--- config.mk ---
export PLATFORM = sky130hd
export DESIGN_NAME = code_mon_mc
export DESIGN_NICKNAME = d
export VERILOG_FILES = /design/src/rtl/code_mon_pkg.sv /design/src/rtl/code_mon_chan.sv /design/src/rtl/code_mon_mc.sv
export SDC_FILE = /design/constraint.sdc
export NUM_CORES = 1
export LEC_CHECK = 0
export CAP_MARGIN = 40
export CORE_MARGIN = 2
export CORE_UTILIZATION = 45
export DETAILED_ROUTE_END_ITERATION = 16
export GPL_ROUTABILITY_DRIVEN = 1
export HOLD_SLACK_MARGIN = 0.08
export PLACE_DENSITY_LB_ADDON = 0.25
export SLEW_MARGIN = 20
export SYNTH_ARGS = -nofsm -noshare
export SYNTH_HDL_FRONTEND = slang
export SYNTH_SLANG_ARGS = --single-unit
--- constraint.sdc ---
create_clock -name clock -period 2.8 [get_ports clock]
set_input_delay 0.56 -clock clock [delete_from_list [all_inputs] [get_ports clock]]
set_output_delay 0.56 -clock clock [all_outputs]
set_load 0.005 [all_outputs]
--- src/rtl/code_mon_pkg.sv ---
// ---------------------------------------------------------------------------
// code_mon_pkg
// Shared definitions for the multi-channel line-code monitor: the per-channel
// lock state encoding and the CPU register address map.
// ---------------------------------------------------------------------------
package code_mon_pkg;

  // Encoding is visible to software through the STATE[c] registers.
  typedef enum logic [1:0] {
    ST_SEARCH = 2'd0,
    ST_IDLE   = 2'd1,
    ST_ACTIVE = 2'd2
  } chan_state_e;

  // Register map (word addresses).
  localparam int ADDR_CTRL       = 'h00;
  localparam int ADDR_STATUS     = 'h01;
  localparam int ADDR_ERR_STICKY = 'h02;
  localparam int ADDR_TEST       = 'h03;
  localparam int ADDR_ERR_THRESH = 'h04;
  localparam int ADDR_ERR_CNT    = 'h08;  // + channel index
  localparam int ADDR_STATE      = 'h10;  // + channel index

  // Bit position of irq_en inside CTRL.
  localparam int CTRL_IRQ_EN_BIT = 1;

endpackage : code_mon_pkg

--- src/rtl/code_mon_chan.sv ---
// ---------------------------------------------------------------------------
// code_mon_chan
// One receive channel: idle-run lock detector, SEARCH/IDLE/ACTIVE state
// machine, saturating error counter with threshold relock, and data capture.
//
// Ports
//   clock, reset    rising-edge clock, asynchronous active-low reset
//   afe_ctrl        0 forces SEARCH and ignores the symbol inputs
//   sym_valid       symbol strobe (already muxed for test mode)
//   sym_data        symbol value
//   sym_err         decoder error flag, qualified by sym_valid
//   err_thresh      relock threshold; 0 disables relock
//   cnt_clr         clear-on-read strobe for the error counter
//   state           current lock state
//   err_cnt         saturating error count
//   data            last emitted data symbol
//   data_valid      one-cycle pulse per emitted symbol
//   err_hit         combinational: an error is being counted this cycle
// ---------------------------------------------------------------------------
module code_mon_chan
  import code_mon_pkg::*;
#(
  parameter int              DW       = 8,
  parameter logic [DW-1:0]   IDLE_SYM = DW'(8'hBC),
  parameter int              IDLE_RUN = 4,
  parameter int              ERR_CW   = 8
) (
  input  logic              clock,
  input  logic              reset,
  input  logic              afe_ctrl,
  input  logic              sym_valid,
  input  logic [DW-1:0]     sym_data,
  input  logic              sym_err,
  input  logic [DW-1:0]     err_thresh,
  input  logic              cnt_clr,
  output chan_state_e       state,
  output logic [ERR_CW-1:0] err_cnt,
  output logic [DW-1:0]     data,
  output logic              data_valid,
  output logic              err_hit
);

  localparam int RW = $clog2(IDLE_RUN + 1);

  chan_state_e       state_q, state_d;
  logic [RW-1:0]     run_q, run_d;
  logic [ERR_CW-1:0] cnt_q, cnt_d;
  logic [DW-1:0]     data_q, data_d;
  logic              valid_q, valid_d;

  logic              is_err, is_idle, is_data;
  logic [ERR_CW-1:0] cnt_base, cnt_inc;

  assign is_err  = sym_valid & sym_err;
  assign is_idle = sym_valid & ~sym_err & (sym_data == IDLE_SYM);
  assign is_data = sym_valid & ~sym_err & (sym_data != IDLE_SYM);

  // A clear-on-read in the same cycle as an increment must load 1, so the
  // increment is applied on top of the already-cleared value.
  assign cnt_base = cnt_clr ? '0 : cnt_q;
  assign cnt_inc  = (cnt_base == '1) ? cnt_base : cnt_base + 1'b1;

  // NOTE: every variable driven here gets a default first so no path leaves
  // it unassigned; otherwise synthesis infers a latch.
  always_comb begin
    state_d = state_q;
    run_d   = run_q;
    cnt_d   = cnt_base;
    data_d  = data_q;
    valid_d = 1'b0;
    err_hit = 1'b0;

    if (!afe_ctrl) begin
      state_d = ST_SEARCH;
      run_d   = '0;
    end else begin
      unique case (state_q)
        ST_SEARCH: begin
          if (is_idle) begin
            if (run_q == RW'(IDLE_RUN - 1)) begin
              state_d = ST_IDLE;
              run_d   = '0;
            end else begin
              run_d = run_q + 1'b1;
            end
          end else if (is_data || is_err) begin
            run_d = '0;
          end
        end
        ST_IDLE: begin
          if (is_data) begin
            state_d = ST_ACTIVE;
            data_d  = sym_data;
            valid_d = 1'b1;
          end
        end
        ST_ACTIVE: begin
          if (is_data) begin
            data_d  = sym_data;
            valid_d = 1'b1;
          end else if (is_idle) begin
            state_d = ST_IDLE;
          end
        end
        default: state_d = ST_SEARCH;
      endcase

      // Errors only count once locked; the counter survives the relock.
      if (is_err && (state_q == ST_IDLE || state_q == ST_ACTIVE)) begin
        err_hit = 1'b1;
        cnt_d   = cnt_inc;
        if (err_thresh != '0 && DW'(cnt_inc) >= err_thresh) begin
          state_d = ST_SEARCH;
        end
      end
    end
  end

  // NOTE: sequential state uses non-blocking assignments so every flop
  // samples the pre-edge values regardless of statement order.
  always_ff @(posedge clock or negedge reset) begin
    if (!reset) begin
      state_q <= ST_SEARCH;
      run_q   <= '0;
      cnt_q   <= '0;
      data_q  <= '0;
      valid_q <= 1'b0;
    end else begin
      state_q <= state_d;
      run_q   <= run_d;
      cnt_q   <= cnt_d;
      data_q  <= data_d;
      valid_q <= valid_d;
    end
  end

  assign state      = state_q;
  assign err_cnt    = cnt_q;
  assign data       = data_q;
  assign data_valid = valid_q;

endmodule : code_mon_chan

--- src/rtl/code_mon_mc.sv ---
// ---------------------------------------------------------------------------
// code_mon_mc
// Multi-channel line-code monitor. NCH independent channel monitors share one
// CPU register interface (clear-on-read counters, W1C sticky errors) and a
// registered interrupt. A test mode feeds the TEST register to every channel.
//
// Ports
//   clock, reset      rising-edge clock, asynchronous active-low reset
//   afe_ctrl          front-end ready; 0 holds every channel in SEARCH
//   test_enable       1 = all channels see TEST as a valid error-free symbol
//   ch_valid/ch_data/ch_code_err   per-channel symbol inputs
//   cpu_wr/cpu_rd/cpu_addr/cpu_wdata   register access
//   core_data/core_data_valid      per-channel emitted data
//   core_code_error   ERR_STICKY bits
//   core_code_idle    1 while a channel is in IDLE
//   cpu_rdata         registered read data, held until the next read
//   irq               registered irq_en & |ERR_STICKY
// ---------------------------------------------------------------------------
module code_mon_mc
  import code_mon_pkg::*;
#(
  parameter int            NCH        = 4,
  parameter int            DW         = 8,
  parameter int            AW         = 5,
  parameter logic [DW-1:0] IDLE_SYM   = DW'(8'hBC),
  parameter int            IDLE_RUN   = 4,
  parameter int            ERR_CW     = 8,
  parameter int            THRESH_RST = 16
) (
  input  logic              clock,
  input  logic              reset,
  input  logic              afe_ctrl,
  input  logic              test_enable,
  input  logic [NCH-1:0]    ch_valid,
  input  logic [NCH*DW-1:0] ch_data,
  input  logic [NCH-1:0]    ch_code_err,
  input  logic              cpu_wr,
  input  logic              cpu_rd,
  input  logic [AW-1:0]     cpu_addr,
  input  logic [DW-1:0]     cpu_wdata,
  output logic [NCH*DW-1:0] core_data,
  output logic [NCH-1:0]    core_data_valid,
  output logic [NCH-1:0]    core_code_error,
  output logic [NCH-1:0]    core_code_idle,
  output logic [DW-1:0]     cpu_rdata,
  output logic              irq
);

  // Register file.
  logic            irq_en_q, irq_en_d;
  logic [NCH-1:0]  sticky_q, sticky_d;
  logic [DW-1:0]   test_q, test_d;
  logic [DW-1:0]   thresh_q, thresh_d;
  logic [DW-1:0]   rdata_q, rdata_d;
  logic            irq_q, irq_d;

  // Per-channel views.
  chan_state_e       ch_state [NCH];
  logic [ERR_CW-1:0] ch_cnt   [NCH];
  logic [NCH-1:0]    ch_err_hit;
  logic [NCH-1:0]    ch_cnt_clr;

  logic wr_ctrl, wr_sticky, wr_test, wr_thresh;

  assign wr_ctrl   = cpu_wr && (cpu_addr == AW'(ADDR_CTRL));
  assign wr_sticky = cpu_wr && (cpu_addr == AW'(ADDR_ERR_STICKY));
  assign wr_test   = cpu_wr && (cpu_addr == AW'(ADDR_TEST));
  assign wr_thresh = cpu_wr && (cpu_addr == AW'(ADDR_ERR_THRESH));

  for (genvar c = 0; c < NCH; c++) begin : g_chan
    logic          sym_valid, sym_err;
    logic [DW-1:0] sym_data;

    // Test mode substitutes the TEST register as a clean symbol on every lane.
    assign sym_valid = test_enable | ch_valid[c];
    assign sym_data  = test_enable ? test_q : ch_data[c*DW +: DW];
    assign sym_err   = test_enable ? 1'b0   : ch_code_err[c];

    assign ch_cnt_clr[c] = cpu_rd && (cpu_addr == AW'(ADDR_ERR_CNT + c));

    code_mon_chan #(
      .DW       (DW),
      .IDLE_SYM (IDLE_SYM),
      .IDLE_RUN (IDLE_RUN),
      .ERR_CW   (ERR_CW)
    ) u_chan (
      .clock      (clock),
      .reset      (reset),
      .afe_ctrl   (afe_ctrl),
      .sym_valid  (sym_valid),
      .sym_data   (sym_data),
      .sym_err    (sym_err),
      .err_thresh (thresh_q),
      .cnt_clr    (ch_cnt_clr[c]),
      .state      (ch_state[c]),
      .err_cnt    (ch_cnt[c]),
      .data       (core_data[c*DW +: DW]),
      .data_valid (core_data_valid[c]),
      .err_hit    (ch_err_hit[c])
    );

    assign core_code_idle[c] = (ch_state[c] == ST_IDLE);
  end

  // Register updates and read mux. Reads sample the current (pre-edge)
  // register values, so a same-cycle write or clear is not visible.
  always_comb begin
    logic [DW-1:0] rd_mux;

    irq_en_d = irq_en_q;
    test_d   = test_q;
    thresh_d = thresh_q;
    rdata_d  = rdata_q;
    rd_mux   = '0;

    if (wr_ctrl)   irq_en_d = cpu_wdata[CTRL_IRQ_EN_BIT];
    if (wr_test)   test_d   = cpu_wdata;
    if (wr_thresh) thresh_d = cpu_wdata;

    // A new error in the same cycle as its W1C keeps the bit set.
    sticky_d = (sticky_q & ~(wr_sticky ? cpu_wdata[NCH-1:0] : '0)) | ch_err_hit;

    if (cpu_addr == AW'(ADDR_CTRL)) begin
      rd_mux[CTRL_IRQ_EN_BIT] = irq_en_q;
    end else if (cpu_addr == AW'(ADDR_STATUS)) begin
      rd_mux[NCH-1:0] = core_code_idle;
    end else if (cpu_addr == AW'(ADDR_ERR_STICKY)) begin
      rd_mux[NCH-1:0] = sticky_q;
    end else if (cpu_addr == AW'(ADDR_TEST)) begin
      rd_mux = test_q;
    end else if (cpu_addr == AW'(ADDR_ERR_THRESH)) begin
      rd_mux = thresh_q;
    end
    for (int c = 0; c < NCH; c++) begin
      if (cpu_addr == AW'(ADDR_ERR_CNT + c)) rd_mux[ERR_CW-1:0] = ch_cnt[c];
      if (cpu_addr == AW'(ADDR_STATE + c))   rd_mux[1:0]        = ch_state[c];
    end

    if (cpu_rd) rdata_d = rd_mux;

    irq_d = irq_en_q & (|sticky_q);
  end

  always_ff @(posedge clock or negedge reset) begin
    if (!reset) begin
      irq_en_q <= 1'b0;
      sticky_q <= '0;
      test_q   <= '0;
      thresh_q <= DW'(THRESH_RST);
      rdata_q  <= '0;
      irq_q    <= 1'b0;
    end else begin
      irq_en_q <= irq_en_d;
      sticky_q <= sticky_d;
      test_q   <= test_d;
      thresh_q <= thresh_d;
      rdata_q  <= rdata_d;
      irq_q    <= irq_d;
    end
  end

  assign core_code_error = sticky_q;
  assign cpu_rdata       = rdata_q;
  assign irq             = irq_q;

endmodule : code_mon_mc
* Yosys cells after proc, flatten, opt, wreduce, memory -nomap -nowiden
Index checks and enable logic that the tools add are counted.
Storage, ports and cells: output and inout port bits 53, bits in latches 0, input port bits 59, word-level logic and storage cells 275, bits in writable memories 0, ROM bits 0, register bits after elaboration 118, memories kept 0
Cells by class: divide/modulo/power cells 0, add/sub/neg operators 8, shifts and indexed selects 0, reduce and logical (&&, ||, !) cells 43, mux-type cells 122, equality and inequality tests 44, bitwise gates (word level) 28, $mul 0, $lt $le $gt $ge 4
Operator list (number):
- 2-to-1 mux 8 bit | 29
- 2-to-1 mux 2 bit | 36
- equality test 8 bit (second input constant) | 8
- 2-to-1 mux 3 bit | 20
- adder 8 x 1 -> 8 bit (second input constant) | 4
- >= comparator 8 bit | 4
- != test 8 bit (second input constant) | 4
- 2-to-1 mux 1 bit | 26
- 2-to-1 mux 4 bit | 6
- case mux 2 bit (3 select lines) | 4
- equality test 5 x 4 -> 1 bit (second input constant) | 4
- equality test 5 bit (second input constant) | 4
- AND 1 bit | 17
- logical AND 1 bit | 16
- adder 3 x 1 -> 3 bit (second input constant) | 4
- equality test 3 x 2 -> 1 bit (second input constant) | 4
- != test 3 x 1 -> 1 bit (second input constant) | 4
- AND reduction 3 bit | 4
- equality test 5 x 2 -> 1 bit (second input constant) | 2
- equality test 2 x 1 -> 1 bit (second input constant) | 4
- equality test 2 bit (second input constant) | 4
- logical NOT 2 bit | 4
- logical OR 1 bit | 8
- != test 2 x 1 -> 1 bit (second input constant) | 4
- 13 further kinds | 25

* Logic depth before layout (Yosys ltp)
word-level depth 18, depth in mapped cells 20, gate-level depth less buffers 17

* By module
Synthesis repeated with hierarchy kept, for this count alone.
Unflattened totals: cell total of the unflattened synthesis 902, area total of the unflattened synthesis 8444.3 µm²
Modules (own cells, without submodules):
- code_mon_chan | instances 4, sequential area each 550.5 µm², cells each 152, area an instance 1508.9 µm²
- code_mon_mc | instances 1, sequential area each 752.0 µm², cells each 294, area an instance 2408.6 µm²

* Worst setup path before layout
OpenSTA, ideal clock, no wires.
path kind input -> register, start in cpu_rd, end reg g_chan[1].u_chan.state_q[0], data required time 2.732 ns, library setup time 0.068 ns, stages on the path 20, arrival 3.431 ns, buffers on the path 3, setup slack -0.699 ns, path through buf_4 -> nand4bb_1 -> buf_6 -> or2_2 -> buf_2 -> nand2_1 -> inv_1 -> ha_1 -> and3_1 -> and4_1 -> nor3_2 -> nand2_1 -> o211a_1 -> ha_1 -> a211oi_1 -> nand2_1 -> a31oi_1 -> o21ai_0 -> nand3_1 -> and4b_1
On the way: cells in the longest elaborated chain, start to end 9, elaborated cells on any way between the ends 10, classes of those cells add/sub: 1; order compare: 1; eq/ne: 1; mux: 5; reduce/logical: 2
RTL lines:
- start, declared | RTL line code_mon_mc.sv:38 | input logic cpu_rd,
- logical AND 1 bit * | RTL line code_mon_mc.sv:79 | assign ch_cnt_clr[c] = cpu_rd && (cpu_addr == AW'(ADDR_ERR_CNT + c));
- 2-to-1 mux 8 bit * | RTL line code_mon_chan.sv:60 | assign cnt_base = cnt_clr ? '0 : cnt_q;
- adder 8 x 1 -> 8 bit or equality test 8 bit (tied branches) | RTL line code_mon_chan.sv:61 | assign cnt_inc = (cnt_base == '1) ? cnt_base : cnt_base + 1'b1;
- 2-to-1 mux 8 bit * | RTL line code_mon_chan.sv:61
- >= comparator 8 bit * | RTL line code_mon_chan.sv:112 | if (err_thresh != '0 && DW'(cnt_inc) >= err_thresh) begin
- logical AND 1 bit * | RTL line code_mon_chan.sv:112
- 2-to-1 mux 2 bit * | RTL line code_mon_chan.sv:112
- 2-to-1 mux 2 bit * | RTL line code_mon_chan.sv:109 | if (is_err && (state_q == ST_IDLE || state_q == ST_ACTIVE)) begin
- 2-to-1 mux 2 bit * | RTL line code_mon_chan.sv:73 | if (!afe_ctrl) begin
- net g_chan[1].u_chan.state_d[0] | RTL line code_mon_chan.sv:45 | chan_state_e state_q, state_d;
- end signal, assigned | RTL line code_mon_chan.sv:129 | state_q <= state_d;
- end, declared | RTL line code_mon_chan.sv:45
Mark *: on every way through the listed nets, which the timed path passes. The rest lies on a longest branch. A chain may end at the register's enable or synchronous reset.

* Worst setup path in the final report
start in cpu_addr[2], end reg g_chan[0].u_chan.state_q[0]
On the way: cells in the longest elaborated chain, start to end 10, elaborated cells on any way between the ends 11, classes of those cells add/sub: 1; order compare: 1; eq/ne: 2; mux: 5; reduce/logical: 2
RTL lines:
- start, declared | RTL line code_mon_mc.sv:39 | input logic [AW-1:0] cpu_addr,
- equality test 5 x 4 -> 1 bit * | RTL line code_mon_mc.sv:79
- logical AND 1 bit * | RTL line code_mon_mc.sv:79
- 2-to-1 mux 8 bit * | RTL line code_mon_chan.sv:60
- adder 8 x 1 -> 8 bit or equality test 8 bit (tied branches) | RTL line code_mon_chan.sv:61
- 2-to-1 mux 8 bit * | RTL line code_mon_chan.sv:61
- >= comparator 8 bit * | RTL line code_mon_chan.sv:112
- logical AND 1 bit * | RTL line code_mon_chan.sv:112
- 2-to-1 mux 2 bit * | RTL line code_mon_chan.sv:112
- 2-to-1 mux 2 bit * | RTL line code_mon_chan.sv:109
- 2-to-1 mux 2 bit * | RTL line code_mon_chan.sv:73
- net g_chan[0].u_chan.state_d[0] | RTL line code_mon_chan.sv:45
- end signal, assigned | RTL line code_mon_chan.sv:129
- end, declared | RTL line code_mon_chan.sv:45
Marked as above.

==> metrics <==
Critical Path RT about 3200 ps; CP Cell Sequence buf_8 > buf_6 > and4bb_4 > buf_4 > buf_6 > nand2_8 > nand2_4 > inv_4 > ha_4 > and3_4 > buf_4 > xnor2_1 > o21ai_1 > ha_1 > a21o_1 > a2111oi_4 > a21oi_2 > a21oi_1; Cell variety after synth 82; CTS tree yes; DPL Wire Length a little under 20 mm; CP arrival 3250 ps; Slew @ Worst Pin 602 ps; P&R area growth vs syn 40.1%; Seq cells post-synth 118; die footprint 19,000 µm²; final hold vios 0; row count 48; MaxCap Viol Count 0; clk slew on worst S/H paths around 60 ps; Netlist Area Pre-Place about 8000 µm²; final critical-path setup slack -89.4 ps; clock skew 5.58 ps; R2R depth 15; Post-synth EDFFs 0; crit path time final around 2900 ps; reg-to-reg slack, setup approximately 200 ps; Setup crit end kind flip-flop; area share of fa/ha/maj cells after synthesis 0.0868; ANT cells 0; CTS Buffer Depth 2; layout cells sized above 1 0.252; Hold WS between 100 and 150 ps; first-pass GRT wire length 40.4 mm; Port Buffers 111; Cells after Synth slightly above 900; GR Util All Layers 0.280; Slew Limit Fails 0; vias in the first global route ~7,700; most area-hungry cell type in the Yosys netlist dfrtp_1; post-DR wirelength/cell around 19 µm; Critical Path Source cpu_addr[2]; clk_lat worst skew approximately 430 ps; failing checks setup timing; Peak VDD IR ~0.44 mV; Die X-Extent 138 µm; core area around 17,000 µm²; Die Y-Extent 138 µm; mux cell area share after synthesis 0.0547; CP max stage delay ~350 ps; Critical-path top delay cell and4bb_4; Starting Density 0.464; RSZ-0062 raised after global routing true; syn nets approximately 1,000; Via density just under 6; CTS Hold Bufs 0; Synth Flop Type dfrtp_1; RR Startpoint g_chan[2].u_chan.err_cnt[1]; Compound-Gate Fraction of Synth Area 0.178; Final nets 1,267; via count between 8,000 and 9,000; post-place setup slack -1080 ps; num ports approximately 110; Root Buffer clkbuf_16; final setup violation count 7; Power Total ~5.0 mW; largest family of logic cells by synthesized area simple AND/OR/NAND/NOR gates; asr flop ratio synth 1.00; largest net degree at the start of global routing 43; most common cell in the netlist nand2_1; crit path capture g_chan[0].u_chan.state[0]; Crit Path Max Fanout 3; Slew headroom 0.595; initial DRC count a little over 700; Placer Congestion just over 1; Synth Area in Simple Gates 0.223; period utilisation layout 1.03; status finished with violations; H-tree depth 4; XOR/XNOR Fraction of Synth Area 0.0389; post-route ant nets 0; Post-Syn Area per Cell 8.70 µm²; sequential share of the synthesized area 0.366; Yosys top cell area share 0.363; Num CTS Buffers 17; maximum clock rate approximately 350 MHz; PwrDens 440 nW/µm²; final wirelength roughly 26 mm; Synth area leaders dfrtp_1 (36%), ha_1 (8.7%), nand2_1 (5.7%), mux2_2 (4.6%), o21ai_0 (4.3%); Leakage Power approximately 5 nW; YS warnings 0; crit path launch type input port; # DRC 0; most frequent cells after synthesis nand2_1 (123), dfrtp_1 (117), nor2_1 (82), o21ai_0 (69), ha_1 (56); crit path kind input port to flip-flop; GRT overflow 0; hold crit path type input port to async pin; Sink Count 118; RR Endpoint g_chan[2].u_chan.state[0]; drt first pass iters 5; initial antenna violation count 0
## area by class of cell
| class | count | area [µm²] |
|---|---|---|
| clock buffer | 17 | 425 |
| clock inverter | 15 | 168 |
| fill | 1483 | 6100 |
| inverter | 50 | 200 |
| multi-input combinational | 714 | 5060 |
| sequential | 118 | 2950 |
| tap | 225 | 282 |
| timing repair buffer | 251 | 2230 |
## cell usage in the layout, fill, tap and decap left out, types with 5 or more instances in the layout
cell type	synthesis	layout
nor4_1	5	5
mux2i_1	7	7
nand3_1	20	17
inv_1	50	42
and3_1	13	11
o22ai_1	16	16
nand2_1	123	111
mux2_2	33	33
nand2b_1	15	13
nand2_4	0	8
ha_1	56	51
o21ai_0	69	60
inv_6	0	5
and2_1	6	5
o21ai_1	0	6
nor3_1	17	14
nor2_1	82	80
buf_4	6	132
clkdlybuf4s50_1	0	104
nor2b_1	17	17
inv_4	0	5
nor3b_1	6	6
clkbuf_16	0	17
a31oi_1	24	23
xnor2_1	9	9
buf_6	3	5
nand4_1	13	13
dfrtp_1	117	117
a21o_1	10	10
a21oi_1	45	44
xor2_1	25	25
a21boi_0	7	6
and3b_1	5	5
## logic make-up (layout without fill, tap and decap cells)
| kind of cell | Yosys count | after routing |
|---|---|---|
| and+or+nand+nor | 359 | 359 |
| buffers and inverters | 96 | 333 |
| xor gates and xnor gates | 35 | 35 |
| muxes | 40 | 40 |
| AOI/OAI and AO/OA | 224 | 224 |
| DFF | 118 | 118 |
| adders and majority gates | 56 | 56 |
## critical path, delay by kind of cell
family | cells | cell delay [ps]
AO/OA/AOI/OAI | 5 | 870
XOR/XNOR | 1 | 140
adder cells (fa/ha/maj) | 2 | 370
buffers and inverters | 6 | 610
AND/OR/NAND/NOR | 4 | 680
## where the power goes
| group | switching (mW) | internal (mW) | total [mW] | leakage, nW |
|---|---|---|---|---|
| clock network | 0.919 | 1.33 | 2.25 | 0.279 |
| registers | 0.107 | 1.79 | 1.90 | 1.60 |
| logic | 0.437 | 0.396 | 0.833 | 3.26 |
## worst min path at each step
stage	start	to	slack (ps)	depth (start not counted)
floorplan	reset	core_code_error[0]	260	0
global placement	g_chan[2].u_chan.run_q[2]	g_chan[2].u_chan.run_q[2]	490	1
detailed placement	g_chan[2].u_chan.run_q[2]	g_chan[2].u_chan.run_q[2]	490	1
CTS	reset	g_chan[1].u_chan.data[7]	130	1
global route	reset	g_chan[1].u_chan.data[7]	160	1
finish	reset	g_chan[1].u_chan.data[7]	120	1
## metrics by stage
stage / util / setup TNS [ps] / instance area (µm²) / std cells
3_3_place_gp: 0.596 / -12570 / 10400 / 1343
3_5_place_dp: 0.596 / -13410 / 10400 / 1343
6_report: 0.650 / -290 / 11300 / 1390
4_1_cts: 0.639 / -300 / 11100 / 1381
5_1_grt: 0.650 / -1440 / 11300 / 1390
2_1_floorplan: - / -1860 / 8280 / 928
## metal layers
layer,vias up,share of wire,GRT usage
met4,0,0.056,0.158
met3,93,0.085,0.0585
li1,3762,-,-
met5,-,0,0
met2,382,0.44,0.423
met1,3790,0.42,0.374
## sequential cells by signal (all words and copies together) (netlist names)
| name | flops |
|---|---|
| core_code_error | 4 |
| cpu_rdata | 8 |
| thresh_q | 8 |
| g_chan.u_chan.err_cnt | 32 |
| g_chan.u_chan.data | 32 |
| g_chan.u_chan.data_valid | 4 |
| g_chan.u_chan.state | 8 |
| test_q | 8 |
| irq_en_q | 1 |
| g_chan.u_chan.run_q | 12 |
| irq | 1 |
## timing repair
item | in CTS | in global routing
setup endpoints to repair | 8 | 8
pin swaps | 24 | 30
gates cloned | 0 | 0
gates resized for setup | 46 | 35
buffers inserted | 6 | 9
Note: power is estimated with default switching activity, not from simulation.
